==> config.mk <==
export PLATFORM = sky130hd
export DESIGN_NAME = ctrl_seq
export DESIGN_NICKNAME = d
export VERILOG_FILES = /design/src/rtl/ctrl_seq.sv
export SDC_FILE = /design/constraint.sdc
export NUM_CORES = 1
export LEC_CHECK = 0
export CAP_MARGIN = 20
export CORE_MARGIN = 5
export CORE_UTILIZATION = 30
export CTS_BUF_LIST = sky130_fd_sc_hd__clkbuf_4
export CTS_CLUSTER_SIZE = 30
export DETAILED_ROUTE_END_ITERATION = 12
export PLACE_DENSITY = 0.64
export SYNTH_ARGS = -nofsm -noshare
export SYNTH_HDL_FRONTEND = slang
export SYNTH_SLANG_ARGS = --single-unit
export TNS_END_PERCENT = 5
==> constraint.sdc <==
create_clock -name clk -period 2.53 [get_ports clk]
set_input_delay 0.506 -clock clk [delete_from_list [all_inputs] [get_ports clk]]
set_output_delay 0.506 -clock clk [all_outputs]
set_load 0.02 [all_outputs]
==> src/rtl/ctrl_seq.sv <==
// ctrl_seq: instruction sequencer for the accumulator datapath.
// It fetches an instruction through a req/ack memory handshake, decodes the
// 4-bit opcode and issues one-cycle control strobes to the datapath registers.
//
// Ports:
//   clk, rst         clock, asynchronous active-high reset
//   start            level; leaves IDLE, and must fall to leave HALT
//   opcode           IR[15:12]; used in DECODE/EXA/EXB only
//   z_flag           ALU zero flag, sampled in DECODE (JMPZ)
//   mem_ack          memory completes the pending read/write this cycle
//   mem_read/write   memory request, held until mem_ack
//   bus_sel          bus source: 0 MEM, 1 PC, 2 IR, 3 AC, 4 R
//   pc_*, ar_write, ir_write      register strobes
//   ac_*, alu_to_ac, alu_op       accumulator / ALU strobes
//   done, err        halted normally / halted on an illegal opcode
//
// Outputs are decoded from the state register (and mem_ack in the wait
// states) rather than registered. That lets the ack-cycle strobes line up with
// the memory, and it lets reset clear every output in the same cycle.
module ctrl_seq #(
  parameter int unsigned N = 16
) (
  input  logic       clk,
  input  logic       rst,
  input  logic       start,
  input  logic [3:0] opcode,
  input  logic       z_flag,
  input  logic       mem_ack,
  output logic       mem_read,
  output logic       mem_write,
  output logic [2:0] bus_sel,
  output logic       pc_inc,
  output logic       pc_write,
  output logic       ar_write,
  output logic       ir_write,
  output logic       ac_write,
  output logic       ac_inc,
  output logic       ac_clr,
  output logic       ac_to_r,
  output logic       alu_to_ac,
  output logic [1:0] alu_op,
  output logic       done,
  output logic       err
);

  // Bus width only matters to the datapath; reject nonsensical instances.
  if (N < 4) begin : g_bus_too_narrow
    $error("ctrl_seq: N must be at least 4");
  end

  localparam logic [3:0] OP_NOP   = 4'd0;
  localparam logic [3:0] OP_LDAC  = 4'd1;
  localparam logic [3:0] OP_STAC  = 4'd2;
  localparam logic [3:0] OP_MVACR = 4'd3;
  localparam logic [3:0] OP_ADD   = 4'd4;
  localparam logic [3:0] OP_SUB   = 4'd5;
  localparam logic [3:0] OP_MUL   = 4'd6;
  localparam logic [3:0] OP_INCAC = 4'd7;
  localparam logic [3:0] OP_CLAC  = 4'd8;
  localparam logic [3:0] OP_JMPZ  = 4'd9;
  localparam logic [3:0] OP_END   = 4'd15;

  localparam logic [2:0] BUS_MEM = 3'd0;
  localparam logic [2:0] BUS_PC  = 3'd1;
  localparam logic [2:0] BUS_IR  = 3'd2;
  localparam logic [2:0] BUS_AC  = 3'd3;

  localparam logic [1:0] ALU_ADD = 2'd1;
  localparam logic [1:0] ALU_SUB = 2'd2;
  localparam logic [1:0] ALU_MUL = 2'd3;

  typedef enum logic [2:0] {
    S_IDLE   = 3'd0,
    S_FETCH1 = 3'd1,
    S_FETCH2 = 3'd2,
    S_DECODE = 3'd3,
    S_EXA    = 3'd4,
    S_EXB    = 3'd5,
    S_HALT   = 3'd6
  } state_t;

  state_t state, state_nxt;
  logic   err_q, err_nxt;

  // State and halt-cause registers.
  always_ff @(posedge clk or posedge rst) begin
    if (rst) begin
      state <= S_IDLE;
      err_q <= 1'b0;
    end else begin
      state <= state_nxt;
      err_q <= err_nxt;
    end
  end

  // Next-state logic; err_q is only written on the way into or out of HALT.
  always_comb begin
    state_nxt = state;
    err_nxt   = err_q;
    case (state)
      S_IDLE:   if (start) state_nxt = S_FETCH1;
      S_FETCH1: state_nxt = S_FETCH2;
      S_FETCH2: if (mem_ack) state_nxt = S_DECODE;
      S_DECODE: begin
        case (opcode)
          OP_NOP: state_nxt = S_FETCH1;
          OP_LDAC, OP_STAC, OP_MVACR, OP_ADD, OP_SUB, OP_MUL,
          OP_INCAC, OP_CLAC: state_nxt = S_EXA;
          OP_JMPZ: state_nxt = z_flag ? S_EXA : S_FETCH1;
          OP_END: begin
            state_nxt = S_HALT;
            err_nxt   = 1'b0;
          end
          default: begin
            state_nxt = S_HALT;
            err_nxt   = 1'b1;
          end
        endcase
      end
      S_EXA: state_nxt = (opcode == OP_LDAC || opcode == OP_STAC) ? S_EXB : S_FETCH1;
      S_EXB: if (mem_ack) state_nxt = S_FETCH1;
      S_HALT: begin
        if (!start) begin
          state_nxt = S_IDLE;
          err_nxt   = 1'b0;
        end
      end
      default: state_nxt = S_IDLE;
    endcase
  end

  // Output decode: every strobe defaults low and is raised only where used.
  always_comb begin
    mem_read  = 1'b0;
    mem_write = 1'b0;
    bus_sel   = BUS_MEM;
    pc_inc    = 1'b0;
    pc_write  = 1'b0;
    ar_write  = 1'b0;
    ir_write  = 1'b0;
    ac_write  = 1'b0;
    ac_inc    = 1'b0;
    ac_clr    = 1'b0;
    ac_to_r   = 1'b0;
    alu_to_ac = 1'b0;
    alu_op    = 2'd0;
    done      = 1'b0;
    err       = 1'b0;
    case (state)
      S_FETCH1: begin
        bus_sel  = BUS_PC;
        ar_write = 1'b1;
      end
      S_FETCH2: begin
        mem_read = 1'b1;
        ir_write = mem_ack;
        pc_inc   = mem_ack;
      end
      S_EXA: begin
        case (opcode)
          OP_LDAC, OP_STAC: begin
            bus_sel  = BUS_IR;
            ar_write = 1'b1;
          end
          OP_MVACR: begin
            bus_sel = BUS_AC;
            ac_to_r = 1'b1;
          end
          OP_ADD: begin
            alu_op    = ALU_ADD;
            alu_to_ac = 1'b1;
          end
          OP_SUB: begin
            alu_op    = ALU_SUB;
            alu_to_ac = 1'b1;
          end
          OP_MUL: begin
            alu_op    = ALU_MUL;
            alu_to_ac = 1'b1;
          end
          OP_INCAC: ac_inc = 1'b1;
          OP_CLAC:  ac_clr = 1'b1;
          OP_JMPZ: begin
            bus_sel  = BUS_IR;
            pc_write = 1'b1;
          end
          default: ;
        endcase
      end
      S_EXB: begin
        if (opcode == OP_LDAC) begin
          mem_read = 1'b1;
          ac_write = mem_ack;
        end else if (opcode == OP_STAC) begin
          mem_write = 1'b1;
          bus_sel   = BUS_AC;
        end
      end
      S_HALT: begin
        done = 1'b1;
        err  = err_q;
      end
      default: ;
    endcase
  end

endmodule

After elaboration in Yosys (flattened, before gate mapping). Index checks and enable logic that the tools add are counted.

Bits in registers: 4. Input port bits: 9. Output and inout port bits: 18. Word-level logic and storage cells: 73.

Equality and inequality tests: 21. Muxes and demuxes: 39. Reduce and logical (&&, ||, !) cells: 11.

Operators by type and width (count): two-way mux 1 bit (21); case mux 3 bit (7 select lines) (1); two-way mux 3 bit (6); equality test 4 x 3 -> 1 bit, second input constant (4); equality test 4 bit, second input constant (3); case mux 2 bit (3 select lines) (2); inequality test 2 bit, second input constant (5); OR reduction 10 bit (1); equality test 3 bit, second input constant (3); case mux 3 bit (3 select lines) (1); equality test 4 x 2 -> 1 bit, second input constant (2); case mux 1 bit (2 select lines) (4); OR reduction 8 bit (1); equality test 3 x 2 -> 1 bit, second input constant (2); two-way mux 2 bit (3); OR reduction 3 bit (2); equality test 4 x 1 -> 1 bit, second input constant (1); logical NOT 4 bit (1); case mux 2 bit (2 select lines) (1); AND reduction 4 bit (1); equality test 3 x 1 -> 1 bit, second input constant (1); logical NOT 3 bit (1); AND reduction 3 bit (1); nonzero test 2 bit (1); 2 further kinds (2).

Longest topological paths before layout. Gate-level depths: netlist of the first run.

Depth in word-level cells: 4. Depth in mapped cells: 5. Gate-level depth less buffers: 4.

Least setup slack after synthesis of the first run. Ideal clock, no wire load.

Kind: input to output. Start: input opcode[2]. End: output ac_write. Arrival: 1.604 ns. Data required time: 2.024 ns. Path slack: 0.420 ns. Stages on the path: 3. Path buffers: 0. Path through: nand2b_4 -> or4b_4 -> nor3_1.

Word-level cells in the longest chain between the ends: 3.

RTL lines: start: declaration (line 26) `input logic [3:0] opcode,`; equality test 4 x 1 -> 1 bit (line 191) `if (opcode == OP_LDAC) begin`; two-way mux 1 bit (line 191); two-way mux 1 bit (line 149) `case (state)`; end: declaration (line 36) `output logic ac_write,`.

Every way passes these cells.

Worst setup path after layout of the first run.
Start: input opcode[0]. End: output bus_sel[0].

Word-level cells in the longest chain between the ends: 4. Elaborated cells on any way between the ends: 9. Classes of those cells: eq/ne: 4; mux: 4; reduce/logical: 1.

RTL lines: equality test 4 x 1 -> 1 bit (tied with other cells) (line 160, 191); OR reduction 3 bit (no source line) / two-way mux 2 bit (equally long branches); case mux 2 bit (2 select lines) / two-way mux 2 bit (equally long branches) (line 160, 191); case mux 2 bit (3 select lines) (*) (line 149); end: declaration (line 31) `output logic [2:0] bus_sel,`.

Mark *: on every way between the ends. The rest lies on a longest branch, timed or not.

==> results of run 1 <==
-- kinds of logic (layout without fill, tap and decap cells) --
group | count (synthesis) | after routing | share of synthesized area (%)
AO/OA/AOI/OAI | 16 | 16 | 22.7
XOR/XNOR | 1 | 1 | 1.73
buffers and inverters | 13 | 44 | 12.6
flip-flops | 4 | 4 | 19.8
multiplexers | 1 | 1 | 2.22
other | 1 | 1 | 0.740
AND/OR/NAND/NOR | 36 | 36 | 40.2
-- metrics by stage --
stage / utilization [%] / std cells / total power, W / cell area, sq um / setup TNS (ns)
final: 52.2 / 119 / 0.000600 / 815 / 0
after CTS: 53.0 / 119 / 0.000606 / 827 / 0
after floorplan: - / 72 / 0.000394 / 507 / 0
after global placement: 52.2 / 116 / 0.000540 / 815 / -1.95
after detailed placement: 52.2 / 116 / 0.000539 / 815 / -2.02
after global routing: 52.2 / 119 / 0.000647 / 815 / 0
-- where the power goes --
group	switching, W	internal (W)	total (W)
Sequential	0.0000438	0.0000938	0.000138
Combinational	0.000198	0.000187	0.000385
Clock	0.0000251	0.0000530	0.0000781
-- state kept, by name, indices dropped and copies added, names as in the netlist --
register,flops
state,3
err_q,1
-- critical path, stage by stage --
cell	delay (ns)
clkdlybuf4s50_1	0.54
mux2_2	0.35
a31oi_1	0.16
nor2_1	0.05
dlygate4sd2_1	0.31
-- placed cells by master (no fill, tap or decap), types with 2 or more instances in the layout --
master,n
clkdlybuf4s50_1,12
buf_4,11
clkbuf_4,3
a21oi_1,2
buf_2,2
o21ai_0,4
nor3b_1,2
dlygate4sd2_1,10
nand2_1,6
dfrtp_1,4
nor3_1,4
nor2b_1,2
inv_1,5
nor2_1,12
-- per-layer routing --
| layer | vias up | global-route usage, % | wire (um) | part of all wire (%) |
|---|---|---|---|---|
| li1 | 312 | - | - | - |
| met1 | 287 | 12.9 | 614 | 42 |
| met2 | 30 | 18.7 | 686 | 47 |
| met3 | 2 | 2.62 | 138 | 9.5 |
| met4 | 0 | 5.83 | 10 | 0.69 |
| met5 | - | 0 | 0 | 0 |
-- cell type report --
| class | count | area [sq um] |
|---|---|---|
| inverters | 5 | 18.8 |
| well taps | 16 | 20.0 |
| clock buffers | 3 | 22.5 |
| repair buffers | 36 | 305 |
| fillers | 152 | 744 |
| multi-input cells | 55 | 348 |
| flip-flops and latches | 4 | 100 |
-- timing repair --
item / 4_1_cts / 5_1_grt
buffers inserted: 0 / 0
setup endpoints to repair: 13 / 4
gates resized for setup: 19 / 4
-- path summary, 6_finish.rpt --
kind / to / cells after the start / slack, ns / startpoint
max: bus_sel[0] / 5 / 0.1 / opcode[0]
min: state[2] / 2 / 0.49 / rst
max reg2reg: err_q / 4 / 1.08 / state[2]
min reg2reg: state[1] / 1 / 0.70 / state[0]
max in group asynchronous: err_q / 2 / 1.88 / rst
min in group clk: state[1] / 1 / 0.70 / state[0]
==> impl_metrics.json, run 1 <==
{
  "path_class": "input pin to output port",
  "drt_iter0_drc": 16,
  "min_path_type": "input pin to asynchronous set/reset pin",
  "rsz0062_at_grt": "false",
  "core_sq_um": 1560,
  "period_needed_ns": 2.43,
  "finClkSkew_ns": 0.00205,
  "vdd_drop_max_v": 0.000453,
  "fin_hold_ws_ns": 0.488,
  "dp_hpwl_um": 1140,
  "vias": 631,
  "yosysTopAreaCell": "dfrtp_1",
  "power_density_nw_per_um2": 737,
  "antenna_found_initial": 0,
  "tritoncts": "built",
  "cts_made_buffers": 3,
  "synth_area_leaders": "dfrtp_1, nor2_1, buf_2",
  "syn_area_per_cell_sq_um": 7.04,
  "critPathRequiredTime_ns": 2.02,
  "dieArea_sq_um": 2610,
  "synthesis.area_sq_um": 507,
  "cts_root_buffer": "clkbuf_4",
  "ios": 27,
  "pre_cts_slack_ns": -0.334,
  "drc": 0,
  "grt_remaining_overflow": 0,
  "synth_flop_cell": "dfrtp_1",
  "place_congestion": 0.701,
  "h-tree-depth": 1,
  "status": "completed",
  "clock_latency_ns": 0.23,
  "synth_most_common_cell": "nor2_1",
  "fp.dieH_um": 51.1,
  "yosysSeqAreaShare_pct": 19.8,
  "finalCritPeriodShare_pct": 96.1,
  "syn-num-nets": 81,
  "synth_warnings": 0,
  "synth_cell_types": 33,
  "rows": 14,
  "grt_pass1_wl_um": 2210,
  "crit_arrival_ns": 1.92,
  "path_clk_slew_ns": 0.04,
  "drive_gt1_share_pct": 22.3,
  "holdBufCountCts": 0,
  "antenna-diode-count": 0,
  "area_delta_synth_final_pct": 60.7,
  "synthCells": 72,
  "dieWidth_um": 51.1,
  "grt_pass1_vias": 533,
  "grt_use_total_pct": 11.0,
  "cp_max_fo": 4,
  "grt_max_degree": 12,
  "ys_async_sr_fraction_pct": 100,
  "nets": 114,
  "leakagePower_nw": 0.404,
  "cts_buffer_depth": 2,
  "finalHoldViolations": 0,
  "cts.sinks": 4,
  "wl_per_cell_um": 12.2,
  "drv_cap": 0,
  "ys_top_cells_by_count": "nor2_1, buf_2, nand2_1",
  "slew_violations": 0,
  "finalWirelength_um": 1450,
  "ys_ff_latch": 4,
  "cp-end-kind": "output port",
  "start_kind": "input pin",
  "fmax_mhz": 411,
  "ant_nets": 0,
  "fin_ws_ns": 0.0998,
  "io_buffers": 25,
  "synth_edf_count": 0,
  "drtPass1Iterations": 4,
  "via_per_inst": 5.30,
  "setup_viol": 0,
  "synth_top_area_share_pct": 19.8,
  "start_util_pct": 32.5
}
Note: power is estimated with default switching activity, not from simulation.
==> run 2: changes to the inputs <==
- SETUP_SLACK_MARGIN: not set -> 0.3
==> run 2 against run 1 <==
  * Non-clock buffer count up 1
  * Sequential cell count unchanged
  * Fmax grew 4.3%
  * Routed wire length grew 0.48%
  * Hold slack worse by 0.0084 ns
  * Via count is 0.32% higher
  * Register-to-register slack improved by 0.02 ns
  * Utilization is 0.24 points higher
  * Worst setup slack improved by 0.10 ns
  * Power fell by 0.10%
  * Sequential power about the same
  * Critical path type unchanged
  * Critical endpoint is now ac_clr
==> impl_metrics.json, run 2 (same netlist as run 1, synthesis figures left out) <==
{
  "rsz0062_at_grt": "true",
  "dp_hpwl_um": 1140,
  "holdBufCountCts": 0,
  "finalWirelength_um": 1460,
  "cp-end-kind": "output port",
  "vias": 633,
  "leakagePower_nw": 0.410,
  "drc": 0,
  "period_needed_ns": 2.33,
  "final_area_sq_um": 818,
  "setup_viol": 0,
  "start_util_pct": 32.5,
  "tritoncts": "built",
  "via_per_inst": 5.28,
  "crit_slowest_cell": "clkdlybuf4s50_1",
  "slew_violations": 0,
  "placed_area_sq_um": 815,
  "antenna_found_initial": 0,
  "cts_made_buffers": 3,
  "reg_top3": "state x3, err_q x1",
  "cp_max_fo": 7,
  "grt_use_total_pct": 11.1,
  "n_fill_cell": 149,
  "max_stage_delay_ns": 0.47,
  "place_congestion": 0.701,
  "crit_arrival_ns": 1.82,
  "start_kind": "input pin",
  "grt_remaining_overflow": 0,
  "io_buffers": 25,
  "dieWidth_um": 51.1,
  "path_clk_slew_ns": 0.04,
  "ios": 27,
  "ant_nets": 0,
  "vdd_drop_max_v": 0.000448,
  "antenna-diode-count": 0,
  "regMostFlops": "state",
  "cts.sinks": 4,
  "h-tree-depth": 1,
  "wl_per_cell_um": 12.1,
  "drv_cap": 0,
  "finClkSkew_ns": 0.00342,
  "cp_cell_sequence": "clkdlybuf4s50_1 -> buf_4 -> nand3b_1 -> nor3_1 -> dlygate4sd2_1",
  "core_sq_um": 1560,
  "drt_iter0_drc": 18,
  "grt_pass1_vias": 533,
  "power_density_nw_per_um2": 733,
  "clock_latency_ns": 0.23,
  "path_class": "input pin to output port",
  "final_common_cell": "buf_4",
  "dieArea_sq_um": 2610,
  "grt_pass1_wl_um": 2230,
  "finalHoldViolations": 0,
  "largest_reg_flops": 3,
  "cts_root_buffer": "clkbuf_4",
  "finalCritPeriodShare_pct": 92.1,
  "layout_common_cells": "buf_4, nor2_1, clkdlybuf4s50_1, nand2_1",
  "drive_gt1_share_pct": 31.7,
  "fmax_mhz": 429,
  "area_delta_synth_final_pct": 61.5,
  "power_w": 0.000600,
  "status": "completed",
  "fp.dieH_um": 51.1,
  "cts_buffer_depth": 2,
  "critPathRequiredTime_ns": 2.02,
  "grt_max_degree": 12,
  "rows": 14,
  "drtPass1Iterations": 4,
  "nets": 115,
  "min_path_type": "input pin to asynchronous set/reset pin"
}
run 2: final cells by class:
class	instances	area [sq um]	share of cell area (%)
Clock buffer	3	22.5	2.75
Tap cell	16	20.0	2.45
Timing Repair Buffer	37	299	36.5
Inverter	5	18.8	2.29
Multi-Input combinational cell	55	357	43.6
Sequential cell	4	101	12.4
run 2: worst max-delay path: cells and delay by family:
| family | cells | cell delay (ns) |
|---|---|---|
| and+or+nand+nor | 2 | 0.31 |
| buffers and inverters | 3 | 1.01 |
run 2: final timing paths:
check / slack (ns) / start / endpoint / cells after the start
min in group clk: 0.70 / state[0] / state[1] / 1
max in group asynchronous: 1.88 / rst / state[2] / 2
hold reg to reg: 0.70 / state[0] / state[1] / 1
setup / recovery: 0.20 / opcode[1] / ac_clr / 5
setup reg to reg: 1.10 / state[2] / err_q / 4
hold / removal: 0.48 / rst / state[0] / 2
run 2: what timing repair did:
item | 4_1_cts | 5_1_grt
setup buffers | 0 | 1
resized for setup | 42 | 9
setup endpoints to repair | 16 | 15
pin swaps | 2 | 1
run 2: per-layer routing:
metal	routed length (um)	GRT usage, %	vias up
met2	711	18.7	22
met5	0	0	-
met3	124	2.62	2
li1	-	-	313
met1	610	13.1	296
met4	10	5.83	0
run 2: power by group:
part	leakage, nW	internal (W)	switching, W
registers	0.0472	0.0000948	0.0000440
logic	0.349	0.000184	0.000199
clock network	0.0138	0.0000530	0.0000255
total	0.410	0.000332	0.000268
run 2: metrics by stage:
stage               TNS (ns)  setup WS (ns)  hold WS, ns  instances  utilization (%)
finish                     0          0.201        0.480        120             52.5
global route               0          0.142        0.498        120             52.5
CTS                        0          0.212        0.482        119             52.7
detailed placement     -2.02         -0.334        0.677        116             52.2
global placement       -1.95         -0.313        0.678        116             52.2
floorplan                  0          0.420        0.272         72                -
==> RTL edit: new RTL, settings of run 1 <==
Register the output `err`, cleared by the reset; this adds one clock of latency there. The other outputs are not delayed to match.
--- a/src/rtl/ctrl_seq.sv
+++ b/src/rtl/ctrl_seq.sv
@@ -45,2 +45,4 @@
 
+  logic err_d;
+
   // Bus width only matters to the datapath; reject nonsensical instances.
@@ -147,3 +149,3 @@
     done      = 1'b0;
-    err       = 1'b0;
+    err_d     = 1'b0;
     case (state)
@@ -200,3 +202,3 @@
         done = 1'b1;
-        err  = err_q;
+        err_d = err_q;
       end
@@ -206,2 +208,10 @@
 
+  always_ff @(posedge clk or posedge rst) begin
+    if (rst) begin
+      err <= '0;
+    end else begin
+      err <= err_d;
+    end
+  end
+
 endmodule
Check against the original RTL: not equivalent (Yosys sat finds a counterexample within 10 cycles, from zero or initial values and one cycle with rst high).
==> RTL edit against run 1 <==
- sequential cell count grew 1
- critical endpoint unchanged
- final area grew 11%
- sequential power grew 12%
- sequential share of layout area grew 1.5 points
- power grew 16%
- synthesized area grew 11%
- clock power grew 33%
- non-clock buffer count grew 4
- die area grew 8.9%
- wire length grew 18%
- setup slack lost 0.019 ns
==> RTL edit: results (changes against run 1) <==
| Metric | Value |
|---|---|
| Outcome | `complete, no violations` |
| Net count of the mapped netlist | `85 (+4.9%)` |
| CP max-delay cell | `clkdlybuf4s50_1` |
| DR vias/cell | `5.04 (-4.9%)` |
| Synth cell types | `34 (+3.0%)` |
| Fin nets | `122 (+7.0%)` |
| Vias in the first global route | `634 (+19%)` |
| DP HPWL | `1390 µm (+22%)` |
| Ratio of cells with drive above 1 in the final layout | `25.9% (+3.6 points)` |
| Wirelength per Cell | `12.5 µm (+2.4%)` |
| Max incr delay on CP | `0.48 ns (-0.06 ns)` |
| Skew-Pair Late Insertion Delay | `0.25 ns (+0.02 ns)` |
| Peak supply drop | `0.489 mV (+7.9%)` |
| Global-route wire length before repair | `2860 µm (+29%)` |
| Commonest cells post-synth | `7 x nor2_1, 6 x o21ai_0, 5 x a21oi_1, 5 x dfrtp_1, 5 x nand3b_1` |
| Top flop regs | `state (3), err (1), err_q (1)` |
| WP data arrival | `1.94 ns (+0.02 ns)` |
| Post-synthesis sequential area ratio | `22.2% (+2.5 points)` |
| Pin count of the biggest net entering global routing | `15 (+3)` |
| Clock skew | `0.00745 ns (+0.00540 ns)` |
| DP Area | `901 µm² (+11%)` |
| Worst-path fanout max | `5 (+1)` |
| CTS H-tree depth | `1 (unchanged)` |
| Final GP Congestion | `0.815 (+16%)` |
| Starting DRC count in detailed routing | `10 (-6)` |
| P_leak | `0.464 nW (+15%)` |
| Total track usage | `13.7% (+2.7 points)` |
RTL edit: worst reg2reg max path: cells and delay by family, from the launching register on:
family | cells | cell delay (ns)
buffers and inverters | 1 | 0.14
and+or+nand+nor | 2 | 0.38
DFF | 1 | 0.47
AOI/OAI and AO/OA | 1 | 0.30
RTL edit: worst paths after layout:
kind / to / slack, ns / start / cells past startpoint
hold reg to reg: err / 0.50 / err_q / 1
hold / removal: state[2] / 0.45 / rst / 2
setup / recovery: bus_sel[0] / 0.08 / opcode[2] / 5
max in group asynchronous: err_q / 1.90 / rst / 2
min in group clk: err / 0.50 / err_q / 1
setup reg to reg: state[2] / 1.12 / state[2] / 4
RTL edit: metal layers:
| metal | GRT usage [%] | vias up | part of all wire, % |
|---|---|---|---|
| met5 | 0 | - | 0 |
| met4 | 2.55 | 0 | 0 |
| met3 | 5.92 | 0 | 9.2 |
| met2 | 20.2 | 26 | 44 |
| met1 | 18.4 | 319 | 47 |
| li1 | - | 346 | - |
RTL edit: cells by family (layout without fill, tap and decap cells):
family | count (synthesis) | after routing | share of synthesized area, %
AND/OR/NAND/NOR | 38 | 38 | 41.3
buffers and inverters | 12 | 48 | 12.7
XOR/XNOR | 1 | 1 | 1.56
other | 1 | 1 | 0.666
AO/OA/AOI/OAI | 19 | 19 | 21.6
flip-flops | 5 | 5 | 22.2
RTL edit: area by class of cell:
type,instances,area (µm²)
Fill cell,187,857
Multi-Input combinational cell,59,369
Timing Repair Buffer,40,337
Sequential cell,5,125
Tap cell,25,31.3
Clock buffer,4,30.0
Inverter,4,15.0
RTL edit: what timing repair did:
item	in CTS	in global routing
setup buffers	0	0
resized for setup	16	10
endpoints found under the setup margin	13	8
RTL edit: where the power goes:
part / switching, mW / leakage (nW) / internal (mW)
clock: 0.0336 / 0.0184 / 0.0704
combinational: 0.243 / 0.383 / 0.197
sequential: 0.0382 / 0.0625 / 0.116
total: 0.315 / 0.464 / 0.383
RTL edit: per-stage QoR:
stage          worst slack, ns  instances  utilization (%)
4_1_cts                0.00416        137             52.1
2_1_floorplan            0.537         76                -
3_3_place_gp            -0.289        133             51.1
5_1_grt                -0.0243        137             51.4
6_report                0.0806        137             51.4
3_5_place_dp            -0.340        133             51.1
